--- src/rtl/if_fetch_stage_pkg.sv ---
// Shared fetch-stage types: state encoding, PC mux select, 32-bit word and default PC constants.
// Combinational only; HALT exists only when IF_ALIGN_CHECK_EN is defined.
package if_fetch_stage_pkg;

  typedef logic [31:0] word_t;

  localparam word_t RESET_PC = 32'h0000_0000;
  localparam word_t PC_STEP  = 32'd4;

  typedef enum logic [2:0] {
    IDLE  = 3'd0,
    FETCH = 3'd1,
    BUF   = 3'd2,
    DRAIN = 3'd3
`ifdef IF_ALIGN_CHECK_EN
    ,
    HALT  = 3'd4
`endif
  } state_e;

  typedef enum logic [1:0] {
    PC_HOLD     = 2'd0,
    PC_SEQ      = 2'd1,
    PC_REDIRECT = 2'd2
  } pc_sel_e;

  function automatic word_t align_pc(input word_t a);
    return a & 32'hFFFF_FFFC;
  endfunction

endpackage

--- src/rtl/if_fetch_stage_if.sv ---
// Instruction-memory req/ack port; the fetch stage is master, the memory is slave.
// req/addr hold steady from request until the ack cycle.
interface if_fetch_stage_if;
  import if_fetch_stage_pkg::*;

  logic  imem_req;
  word_t imem_addr;
  logic  imem_ack;
  word_t imem_rdata;

  modport master (
    output imem_req,
    output imem_addr,
    input  imem_ack,
    input  imem_rdata
  );

  modport slave (
    input  imem_req,
    input  imem_addr,
    output imem_ack,
    output imem_rdata
  );

endinterface

--- src/rtl/if_pc_reg.sv ---
// Program counter with hold / sequential / redirect next-PC mux.
// One-cycle update; the caller owns all stall and priority decisions through sel.
module if_pc_reg
  import if_fetch_stage_pkg::*;
#(
  parameter word_t RESET_PC = if_fetch_stage_pkg::RESET_PC,
  parameter word_t PC_STEP  = if_fetch_stage_pkg::PC_STEP
) (
  input  logic    clk,
  input  logic    rst,
  input  pc_sel_e sel,
  input  word_t   target,
  output word_t   pc
);

  word_t pc_q;
  word_t pc_d;

  // 32-bit add wraps naturally: 32'hFFFF_FFFC + 4 -> 0.
  always_comb begin
    pc_d = pc_q;
    case (sel)
      PC_SEQ:      pc_d = pc_q + PC_STEP;
      PC_REDIRECT: pc_d = target;
      default:     pc_d = pc_q;
    endcase
  end

  always_ff @(posedge clk or negedge rst) begin
    if (!rst) begin
      pc_q <= RESET_PC;
    end else begin
      pc_q <= pc_d;
    end
  end

  assign pc = pc_q;

endmodule

--- src/rtl/if_fetch_stage.sv ---
// Fetch stage: owns the PC, drives imem req/ack, registers {pc, instr, valid}; output one cycle after ack, frozen by pause.
// IF_ALIGN_CHECK_EN adds if_misalign: a misaligned redirect target halts fetching until reset.
module if_fetch_stage
  import if_fetch_stage_pkg::*;
#(
  parameter word_t RESET_PC = if_fetch_stage_pkg::RESET_PC,
  parameter word_t PC_STEP  = if_fetch_stage_pkg::PC_STEP
) (
  input  logic             clk,
  input  logic             rst,
  input  logic             pause,
  input  logic             redirect,
  input  word_t            redirect_pc,
  if_fetch_stage_if.master imem,
  output word_t            p_out,
  output word_t            i_out,
  output logic             if_valid
`ifdef IF_ALIGN_CHECK_EN
  ,
  output logic             if_misalign
`endif
);

  state_e  state_q, state_d;
  pc_sel_e pc_sel;
  word_t   pc_q;
  word_t   pc_tgt;

  word_t   p_out_q, p_out_d;
  word_t   i_out_q, i_out_d;
  logic    vld_q, vld_d;

  word_t   buf_pc_q, buf_pc_d;
  word_t   buf_instr_q, buf_instr_d;
  word_t   drain_addr_q, drain_addr_d;

  logic    req;
  word_t   addr;
  logic    redirect_en;
  state_e  drain_exit;
  state_e  redir_exit;

`ifdef IF_ALIGN_CHECK_EN
  logic misalign_q, misalign_d;
  logic tgt_bad;

  assign tgt_bad     = (redirect_pc[1:0] != 2'b00);
  assign pc_tgt      = redirect_pc;
  assign redirect_en = redirect && (state_q != HALT);
  assign drain_exit  = misalign_q ? HALT : FETCH;
  assign redir_exit  = (tgt_bad || misalign_q) ? HALT : FETCH;
  assign misalign_d  = misalign_q | (redirect_en & tgt_bad);
  assign if_misalign = misalign_q;
`else
  assign pc_tgt      = align_pc(redirect_pc);
  assign redirect_en = redirect;
  assign drain_exit  = FETCH;
  assign redir_exit  = FETCH;
`endif

  if_pc_reg #(
    .RESET_PC (RESET_PC),
    .PC_STEP  (PC_STEP)
  ) u_pc_reg (
    .clk    (clk),
    .rst    (rst),
    .sel    (pc_sel),
    .target (pc_tgt),
    .pc     (pc_q)
  );

  always_comb begin
    state_d      = state_q;
    pc_sel       = PC_HOLD;
    p_out_d      = p_out_q;
    i_out_d      = i_out_q;
    vld_d        = vld_q;
    buf_pc_d     = buf_pc_q;
    buf_instr_d  = buf_instr_q;
    drain_addr_d = drain_addr_q;
    req          = 1'b0;
    addr         = pc_q;

    case (state_q)
      IDLE: begin
        state_d = FETCH;
      end
      FETCH: begin
        req = 1'b1;
        if (imem.imem_ack) begin
          pc_sel = PC_SEQ;
          if (pause) begin
            buf_pc_d    = pc_q;
            buf_instr_d = imem.imem_rdata;
            state_d     = BUF;
          end else begin
            p_out_d = pc_q;
            i_out_d = imem.imem_rdata;
            vld_d   = 1'b1;
          end
        end else if (!pause) begin
          vld_d = 1'b0;
        end
      end
      BUF: begin
        if (!pause) begin
          p_out_d = buf_pc_q;
          i_out_d = buf_instr_q;
          vld_d   = 1'b1;
          state_d = FETCH;
        end
      end
      DRAIN: begin
        // The old request must complete before the new target may be fetched.
        req  = 1'b1;
        addr = drain_addr_q;
        if (imem.imem_ack) begin
          state_d = drain_exit;
        end
      end
      default: begin
        state_d = state_q;
      end
    endcase

    if (redirect_en) begin
      pc_sel      = PC_REDIRECT;
      p_out_d     = p_out_q;
      i_out_d     = i_out_q;
      vld_d       = 1'b0;
      buf_pc_d    = '0;
      buf_instr_d = '0;
      if (req && !imem.imem_ack) begin
        state_d      = DRAIN;
        drain_addr_d = addr;
      end else begin
        state_d = redir_exit;
      end
    end
  end

  always_ff @(posedge clk or negedge rst) begin
    if (!rst) begin
      state_q      <= IDLE;
      p_out_q      <= '0;
      i_out_q      <= '0;
      vld_q        <= 1'b0;
      buf_pc_q     <= '0;
      buf_instr_q  <= '0;
      drain_addr_q <= RESET_PC;
    end else begin
      state_q      <= state_d;
      p_out_q      <= p_out_d;
      i_out_q      <= i_out_d;
      vld_q        <= vld_d;
      buf_pc_q     <= buf_pc_d;
      buf_instr_q  <= buf_instr_d;
      drain_addr_q <= drain_addr_d;
    end
  end

`ifdef IF_ALIGN_CHECK_EN
  always_ff @(posedge clk or negedge rst) begin
    if (!rst) begin
      misalign_q <= 1'b0;
    end else begin
      misalign_q <= misalign_d;
    end
  end
`endif

  assign imem.imem_req  = req;
  assign imem.imem_addr = addr;
  assign p_out          = p_out_q;
  assign i_out          = i_out_q;
  assign if_valid       = vld_q;

endmodule

--- src/flat_wrapper.sv ---
// flat-port wrapper written by rule: the top's interface ports become plain ports
module if_fetch_stage_flat import if_fetch_stage_pkg::*;
#(
  parameter word_t RESET_PC = if_fetch_stage_pkg::RESET_PC,
  parameter word_t PC_STEP  = if_fetch_stage_pkg::PC_STEP
)
  (clk, rst, pause, redirect, redirect_pc, p_out, i_out, if_valid, imem_imem_req, imem_imem_addr, imem_imem_ack, imem_imem_rdata);
  if_fetch_stage_if imem_i ();
  input  logic clk;
  input  logic rst;
  input  logic pause;
  input  logic redirect;
  input  word_t redirect_pc;
  output word_t p_out;
  output word_t i_out;
  output logic if_valid;
  output wire logic [$bits(imem_i.imem_req)-1:0] imem_imem_req;
  output wire logic [$bits(imem_i.imem_addr)-1:0] imem_imem_addr;
  input wire logic [$bits(imem_i.imem_ack)-1:0] imem_imem_ack;
  input wire logic [$bits(imem_i.imem_rdata)-1:0] imem_imem_rdata;
  assign imem_imem_req = imem_i.imem_req;
  assign imem_imem_addr = imem_i.imem_addr;
  assign imem_i.imem_ack = imem_imem_ack;
  assign imem_i.imem_rdata = imem_imem_rdata;
  if_fetch_stage #(.RESET_PC(RESET_PC), .PC_STEP(PC_STEP)) u_core (.clk(clk), .rst(rst), .pause(pause), .redirect(redirect), .redirect_pc(redirect_pc), .imem(imem_i), .p_out(p_out), .i_out(i_out), .if_valid(if_valid));
endmodule
--- config.mk ---
export PLATFORM = sky130hd
export DESIGN_NAME = if_fetch_stage_flat
export DESIGN_NICKNAME = d
export VERILOG_FILES = /design/src/rtl/if_fetch_stage_pkg.sv /design/src/rtl/if_fetch_stage_if.sv /design/src/rtl/if_pc_reg.sv /design/src/rtl/if_fetch_stage.sv /design/src/flat_wrapper.sv
export SDC_FILE = /design/constraint.sdc
export NUM_CORES = 1
export LEC_CHECK = 0
export ABC_AREA = 0
export CAP_MARGIN = 5
export CORE_ASPECT_RATIO = 1.4
export CORE_MARGIN = 8
export CORE_UTILIZATION = 53
export CTS_CLUSTER_SIZE = 8
export DETAILED_ROUTE_END_ITERATION = 10
export PLACE_DENSITY = 0.78
export SETUP_SLACK_MARGIN = 0.02
export SYNTH_ARGS = -nofsm -noshare
export SYNTH_HDL_FRONTEND = slang
export SYNTH_SLANG_ARGS = --single-unit
--- constraint.sdc ---
create_clock -name clk -period 2.3 [get_ports clk]
set_input_delay 0.345 -clock clk [delete_from_list [all_inputs] [get_ports clk]]
set_output_delay 0.345 -clock clk [all_outputs]
set_load 0.01 [all_outputs]
== Yosys cells after proc, flatten, opt, wreduce, memory -nomap -nowiden ==
Index checks and enable logic that the tools add are counted.
W data, S select, Z words.
Cells by class
  add/sub/neg operators: 1
  bitwise gates (word level): 1
  reductions and logical operators: 16
  mux-type cells: 34
  eq/ne operators: 13
Operator list (number)
  $mux W32: 15
  $pmux W32 S2: 3
  $add A32 B3 Y32 const B: 1
  $mux W3: 5
  $ne A3 B3 Y1 const B: 4
  $pmux W3 S4: 1
  $reduce_and A5 Y1: 2
  $reduce_bool A2 Y1: 5
  $mux W1: 7
  $eq A3 B2 Y1 const B: 2
  $ne A2 B2 Y1 const B: 3
  $reduce_bool A5 Y1: 1
  $mux W2: 2
  $ne A4 B4 Y1 const B: 1
  $reduce_and A2 Y1: 2
  $eq A3 B1 Y1 const B: 1
  $logic_not A3 Y1: 1
  $reduce_and A3 Y1: 1
  $reduce_bool A3 Y1: 1
  $eq A2 B1 Y1 const B: 1
  $eq A2 B2 Y1 const B: 1
  $pmux W1 S2: 1
  $reduce_or A2 Y1: 1
  $logic_and A1 B1 Y1: 1
  2 further kinds: 2
Storage, ports and cells
  output and inout bits: 98
  register bits after elaboration: 196
  word-level logic and storage cells: 73
  input bits: 69

== Logic depth before layout (Yosys ltp) ==
Gate-level depths: netlist (run 1).
  depth after elaboration: 6
  mapped depth: 9
  gate-level depth less buffers: 6

== Modules after synthesis ==
From an unflattened synthesis (run 1), not the netlist that was laid out.
Second synthesis, totals
  cells, all modules: 860
  area total of the unflattened synthesis: 9557.9 sq um
Modules (own cells, without submodules)
  if_fetch_stage: area each 7482.2 sq um, instances 1, sequential area each 4078.9 sq um, cells each 616
  if_pc_reg: area each 2075.7 sq um, instances 1, sequential area each 800.8 sq um, cells each 244

== Least setup slack after synthesis (run 1) ==
No wires, ideal clock.
  path kind: flip-flop to flip-flop
  from: register u_core.state_q[1]
  to: register u_core.drain_addr_q[24]
  stages on the path, launching flop included: 10
  period minus slack after synthesis: 2.146 ns
  setup time: 0.125 ns
  arrival time: 2.021 ns
  slack: 0.154 ns
  buffers on the path: 3
  required time: 2.175 ns
  cells stage by stage: dfrtp_1 > inv_1 > ha_1 > buf_2 > inv_1 > nand2_1 > and3_1 > clkbuf_1 > clkbuf_1 > mux2_2
On the way
  word-level cells in the longest chain between the ends: 5
  elaborated cells on any way between the ends: 7
  classes of those cells: eq/ne: 2; mux: 2; reduce/logical: 3
Ends and longest elaborated chain
  from (decl): RTL line if_fetch_stage.sv:24  | state_e state_q, state_d;
  from (signal assigned): RTL line if_fetch_stage.sv:152  | state_q <= state_d;
  $eq A3 B1 Y1 / $eq A3 B2 Y1 (equally long branches): RTL line if_fetch_stage.sv:84  | case (state_q)
  $reduce_or A2 Y1 (no line) *
  $mux W1 *: RTL line if_fetch_stage.sv:84
  net imem_imem_req: RTL line flat_wrapper.sv:17  | output wire logic [$bits(imem_i.imem_req)-1:0] imem_imem_req;
  $logic_and A1 B1 Y1 *: RTL line if_fetch_stage.sv:133  | if (req && !imem.imem_ack) begin
  $reduce_and A2 Y1 (no line) *
  to (signal assigned): RTL line if_fetch_stage.sv:158  | drain_addr_q <= drain_addr_d;
  to (decl): RTL line if_fetch_stage.sv:35  | word_t drain_addr_q, drain_addr_d;
Mark *: on every way through the listed nets, which the timed path passes. The rest lies on a longest branch.
A chain may end at the register's enable or synchronous reset.

== Worst setup path in the final report (run 1) ==
  from: register u_core.state_q[1]
  to: output port imem_imem_addr[24]
On the way
  word-level cells in the longest chain between the ends: 2
Ends and longest elaborated chain
  $eq A3 B2 Y1: RTL line if_fetch_stage.sv:84
  $mux W32: RTL line if_fetch_stage.sv:84
  to (decl): RTL line flat_wrapper.sv:18  | output wire logic [$bits(imem_i.imem_addr)-1:0] imem_imem_addr;
Every way passes these cells.

==> metrics, run 1 <==
worst path arrival time 1890 ps; hold path cells 3; leakage power 4.85 nW; RSZ-0062 raised after global routing false; CP startpoint kind flop; reg2reg path depth 6; R2R Setup Slk 120 ps; initial core utilization 0.538; YS warnings 0; detailed router's first-iteration violation count 573; Least-Margin Pin Slew 628 ps; chip width between 100 and 150 um; CTS sink cnt 191; DRT antenna net count 0; Post-Route Utilization 0.697; CP required 1960 ps; Max Fclk 0.448 GHz; Avg Vias per Cell between 5 and 6; wire per inst 17.7 um; clk slew on worst S/H paths 60 ps; synthesized area per cell 9.87 um^2; Area contributors post-synth dfrtp_1 (54%), nand2_1 (9.4%), mux2_2 (7.2%), mux2i_1 (7.1%), o21ai_0 (4.5%); Max FO, Critical Path 18; crit-path leading delay family buffers and inverters; Core ar. around 0.017 mm^2; period utilization 0.971; root buf cell clkbuf_16; crit path time final 2230 ps; CP bufs+invs 2; most common cell after layout, fill and taps aside nand2_1; Total Die Area 0.0213 mm^2; FF+latch count, synth 191; Worst VDD drop between 0.0006 and 0.0007 V; clock buffer depth 2; drt pass-1 iters 5; Yosys top cell area share 0.535; run status finished, final reports clean; largest net degree at the start of global routing 73; share of post-route cells with drive strength above 1 0.132; total negative slack 0 ps; endpoints failing setup 0; area of the multi-input gates 0.00386 mm^2; Inserted Clock Buffers 17; total chip power approximately 13 mW; EDFF count, synth 0; Die Ht 170 um; Reg-to-Reg End u_core.u_pc_reg.pc[24]$_DFFE_PN0P_; Layout Cells excl Fill approximately 1300; worst hold path type input port to flop; Detailed Place HPWL 15200 um; smallest hold slack approximately 320 ps; Critical Path Max Stage Delay 420 ps; final WL 22600 um; Fin. Hold Viols 0; worst r2r src u_core.state_q[1]$_DFFE_PN0P_; Clk Latency, worst-skew pair 430 ps; mapped cell area 0.00893 mm^2; Synthesized Nets 978; Cells after DPL 1236; io pins 167; Worst Hold Endpoint u_core.u_pc_reg.pc[15]$_DFFE_PN0P_; number of global-route vias before repair 7153; FF+latch area 0.00478 mm^2; Setup Crit Path Kind flop to output port; CTS tree built; first-pass GRT wire length 36900 um; total track usage 0.214; slowest CP cell dfrtp_2; Filler Cells Inserted 1298; Synth async-reset ratio 1.00; GPL Wtd Cong 0.825; CP Cell Sequence ha_4 > buf_12 > mux2_2 > dlygate4sd2_1; via count 7133; synth unique cells 44; Top FF cell, synth dfrtp_1; Cell Rows 56; nets@finish between 1000 and 1500; Post-Syn Instances 904; Max Clock Skew 9.93 ps; most frequent cells in the layout nand2_1 (224), dfrtp_1 (190), clkdlybuf4s50_1 (130), o21ai_0 (81), a21oi_1 (65); max_slew headroom 0.581; register area share after synthesis 0.535; Max Cap Viol 0; grt ovf 0; DRC viols 0; ANT cells 0; pwr dens 1090 mW/mm^2; leading area contributor after synthesis dfrtp_1; Final Max Slew Viols 0; initial antenna violation count 0; I/O Buffers 164; CTS H-tree depth 4; hold_sp redirect; Worst setup EP type output port; area grow syn2layout 29.6%
-- cells by family after synthesis --
family | synth area share
simple gates | 0.156
flops | 0.535
mux | 0.143
compound gates | 0.111
xor+xnor | 0.0108
fa+ha+maj | 0.00701
buf+inv | 0.0373
-- flip-flops by register name, summed over array words and instances (netlist names) --
register,cells
u_core.buf_pc_q,31
u_core.u_pc_reg.pc,30
u_core.buf_instr_q,32
u_core.i_out,32
u_core.p_out,31
u_core.state_q,2
u_core.if_valid,1
u_core.drain_addr_q,32
-- power breakdown --
part	switching (mW)	total, mW	internal (mW)
sequential	0.533	4.83	4.29
clock	1.27	2.91	1.64
combinational	2.34	4.85	2.51
total	4.14	12.6	8.44
-- metrics by stage --
step           setup WS (ps)  area [um^2]
5_1_grt                 21.8        11600
6_report                65.8        11600
3_5_place_dp           -42.0        10900
3_3_place_gp           -9.51        10900
4_1_cts                 79.6        11600
2_1_floorplan            154         8930
-- layout make-up --
cell class,instances,area share
multi-input cells,632,0.334
clock buffers,20,0.0386
inverters,10,0.00325
clock inverters,12,0.0116
flip-flops and latches,191,0.413
repair buffers,205,0.177
well taps,203,0.0220
-- how the worst max path moves through the flow --
stage / from / end / slack (ps) / cells after the start
after floorplan: u_core.state_q[1]$_DFFE_PN0P_ / u_core.drain_addr_q[24]$_DFFE_PN0P_ / 150 / 9
after global placement: imem_imem_ack / u_core.u_pc_reg.pc[16]$_DFFE_PN0P_ / -10 / 6
after detailed placement: imem_imem_ack / u_core.u_pc_reg.pc[26]$_DFFE_PN0P_ / -40 / 6
after CTS: u_core.state_q[0]$_DFFE_PN0P_ / imem_imem_addr[22] / 80 / 4
final: u_core.state_q[1]$_DFFE_PN0P_ / imem_imem_addr[24] / 70 / 4
after global routing: u_core.state_q[1]$_DFFE_PN0P_ / imem_imem_addr[24] / 20 / 4
-- repair_timing --
action / in CTS / in global routing
endpoints found under the setup margin: 33 / 7
hold endpoints to repair: 67 / 0
gates resized for setup: 36 / 4
pin swaps: 1 / 1
cloned: 1 / 0
setup buffers: 3 / 0
hold buffers: 1 / 0
-- tightest hold or removal path: cells and delay by family --
family,cells,cell delay (ps)
and+or+nand+nor,2,150
buffers and inverters,1,210
-- synth_stat cells, drive strengths merged (3+ instances only) --
library cell / count
inv: 9
nor2: 15
a21oi: 65
and2: 4
mux2: 57
nor2b: 3
nor3: 5
a21boi: 3
and3: 5
xor2: 6
and4: 5
ha: 5
o211ai: 5
dfrtp: 191
nand4: 14
o31ai: 8
nand3: 20
o21ai: 81
or4: 13
mux2i: 63
buf: 21
xnor2: 5
a31oi: 9
nor4: 4
clkbuf: 50
nand2: 224
-- layer usage --
layer	routed length, um	global-route usage
met1	9750	0.268
met2	11300	0.360
met3	976	0.0425
met4	486	0.0834
met5	0	0
(Power assumes the default switching activity.)
==> run 2: changes to the inputs <==
- clock period: 2.3 -> 2.5 ns (I/O delays scaled with it)
==> run 2 against run 1 <==
Against the previous run: sequential share of layout area is essentially flat; core utilization is essentially flat; first-iteration DRC count grew 5.8%; sequential power shrank 7.9%; largest power group is now sequential cells; flip-flop and latch count is the same; register-to-register slack gained 140 ps; final area is essentially flat.
==> metrics, run 2 (same netlist as run 1, synthesis figures left out) <==
CTS sink cnt 191 (unchanged); Avg Vias per Cell 5.62 (+0.23%); Max FO, Critical Path 18 (unchanged); ANT cells 0 (unchanged); I/O Buffers 164 (unchanged); Clock power frac 0.247 (+0.016); total negative slack 0 ps (unchanged); Max Clock Skew 8.41 ps (-1.52 ps); io pins 167 (unchanged); crit path time final about 2400 ps; share of post-route cells with drive strength above 1 0.120 (-0.0115); Inserted Clock Buffers 17 (unchanged); GPL Wtd Cong 0.869 (+5.4%); RSZ-0062 raised after global routing false; largest net degree at the start of global routing 127 (+74%); Core ar. 0.0166 mm^2 (unchanged); grt ovf 0 (unchanged); most frequent cells in the layout nand2_1 (224), dfrtp_1 (190), clkdlybuf4s50_1 (137), o21ai_0 (81), a21oi_1 (65); Max Cap Viol 0 (unchanged); Clk Latency, worst-skew pair 430 ps (about the same); Cell Rows 56 (unchanged); initial core utilization 0.538 (unchanged); Final Max Slew Viols 0 (unchanged); chip width 126 um (unchanged); worst path arrival time 2040 ps (+150 ps); switching share of total power 0.320 (-0.00937); max_slew headroom 0.627 (+0.0460); CTS tree built; area grow syn2layout 29.6% (about the same); run status finished, final reports clean; Max Fclk about 0.41 GHz; Fin. Hold Viols 0 (unchanged); initial antenna violation count 0 (unchanged); clk slew on worst S/H paths 70 ps (about the same); Least-Margin Pin Slew 560 ps (-69.0 ps); CTS H-tree depth 4 (unchanged); number of global-route vias before repair 7059 (-1.3%); CP startpoint kind flop; Worst VDD drop 0.000586 V (-7.8%); DRT antenna net count 0 (unchanged); first-pass GRT wire length 37400 um (+1.4%); root buf cell clkbuf_16; leakage power 4.89 nW (+0.92%); drt pass-1 iters 4 (-1); pwr dens 1020 mW/mm^2 (-6.2%); Int Power 8.03 mW (-4.9%); final WL 22200 um (-1.5%); total track usage 0.217 (+0.00290); Die Ht 170 um (unchanged); detailed router's first-iteration violation count 606 (+5.8%); CP required 2120 ps (+160 ps); via count 7071 (-0.87%); Gate power share 0.376 (-0.009); Setup Crit Path Kind flop to output port; most common cell after layout, fill and taps aside nand2_1; DRC viols 0 (unchanged); Detailed Place HPWL 14900 um (-2.1%); clock buffer depth 2 (unchanged); Total Die Area 0.0213 mm^2 (unchanged); worst hold path type input port to flop; Worst setup EP type output port; endpoints failing setup 0 (unchanged); period utilization 0.966; Post-Route Utilization 0.697 (about the same); wire per inst 17.6 um (-0.41%); nets@finish 1117 (-1.2%); Switch Pwr 3.78 mW (-8.9%); Reg power frac 0.377 (-0.007)
## run 2: cell types whose count changed in the layout (fill, tap and decap cells not counted), sizes merged
cell,previous run,this run
dlygate4sd2,31,12
buf,41,26
dlymetal6s2s,1,13
clkdlybuf4s50,130,137
bufinv,2,4
clkinv,7,5
bufbuf,0,1
clkinvlp,2,1
inv,11,12
## run 2: path summary, 6_finish.rpt
| path | from | endpoint | slack [ps] | cells past startpoint |
|---|---|---|---|---|
| min in group asynchronous | rst | u_core.drain_addr_q[7]$_DFFE_PN0P_ | 500 | 2 |
| worst max-delay path | u_core.state_q[0]$_DFFE_PN0P_ | imem_imem_addr[10] | 90 | 4 |
| max in group asynchronous | rst | u_core.i_out[22]$_DFFE_PN0P_ | 1200 | 3 |
| worst max register to register | u_core.state_q[1]$_DFFE_PN0P_ | u_core.u_pc_reg.pc[16]$_DFFE_PN0P_ | 260 | 7 |
| worst min-delay path | redirect | u_core.u_pc_reg.pc[28]$_DFFE_PN0P_ | 360 | 3 |
| worst min register to register | u_core.p_out[15]$_DFFE_PN0P_ | u_core.p_out[15]$_DFFE_PN0P_ | 480 | 2 |
## run 2: cell type report
class                   count  area, um^2
clock buffers              20         457
clock inverters            12         181
fillers                  1294        5040
inverters                  10        37.5
multi-input cells         632        3850
flip-flops and latches    191        4780
well taps                 203         254
repair buffers            191        2000
## run 2: worst max-delay path, cell delays in order, from the launching register on
cell	delay, ps
dfrtp_1	400
ha_4	190
buf_12	170
mux2_2	350
clkdlybuf4s50_1	500
## run 2: power by group through the flow
stage	registers, mW	clock network, mW	logic (mW)
final	4.45	2.91	4.44
after global routing	4.57	3.09	4.88
after CTS	4.45	2.97	4.54
after detailed placement	4.51	0	4.48
after global placement	4.46	0	4.39
after floorplan	4.61	0	2.08
## run 2: what timing repair did
action | 4_1_cts | 5_1_grt
gates cloned | 1 | 0
endpoints found under the setup margin | 33 | 13
endpoints found under the hold margin | 63 | 0
setup buffers | 2 | 0
gates resized for setup | 15 | 14
hold buffers | 1 | 0
## run 2: per-layer routing
layer / routed length, um / GRT usage / share of wire
met1: 9540 / 0.275 / 0.43
met2: 11100 / 0.361 / 0.50
met3: 1190 / 0.0513 / 0.053
met4: 419 / 0.0664 / 0.019
met5: 0 / 0 / 0
## run 2: per-stage QoR
step                      power (mW)  setup slack [ps]  cell area, um^2  cells  hold slack [ps]
after detailed placement        8.99               110            10800   1223              411
after floorplan                 6.69               354             8930    904             79.4
final                           11.8              85.0            11600   1259              357
after CTS                       12.0              30.9            11500   1259              329
after global placement          8.85               141            10800   1223              412
after global routing            12.5              21.7            11600   1259              361
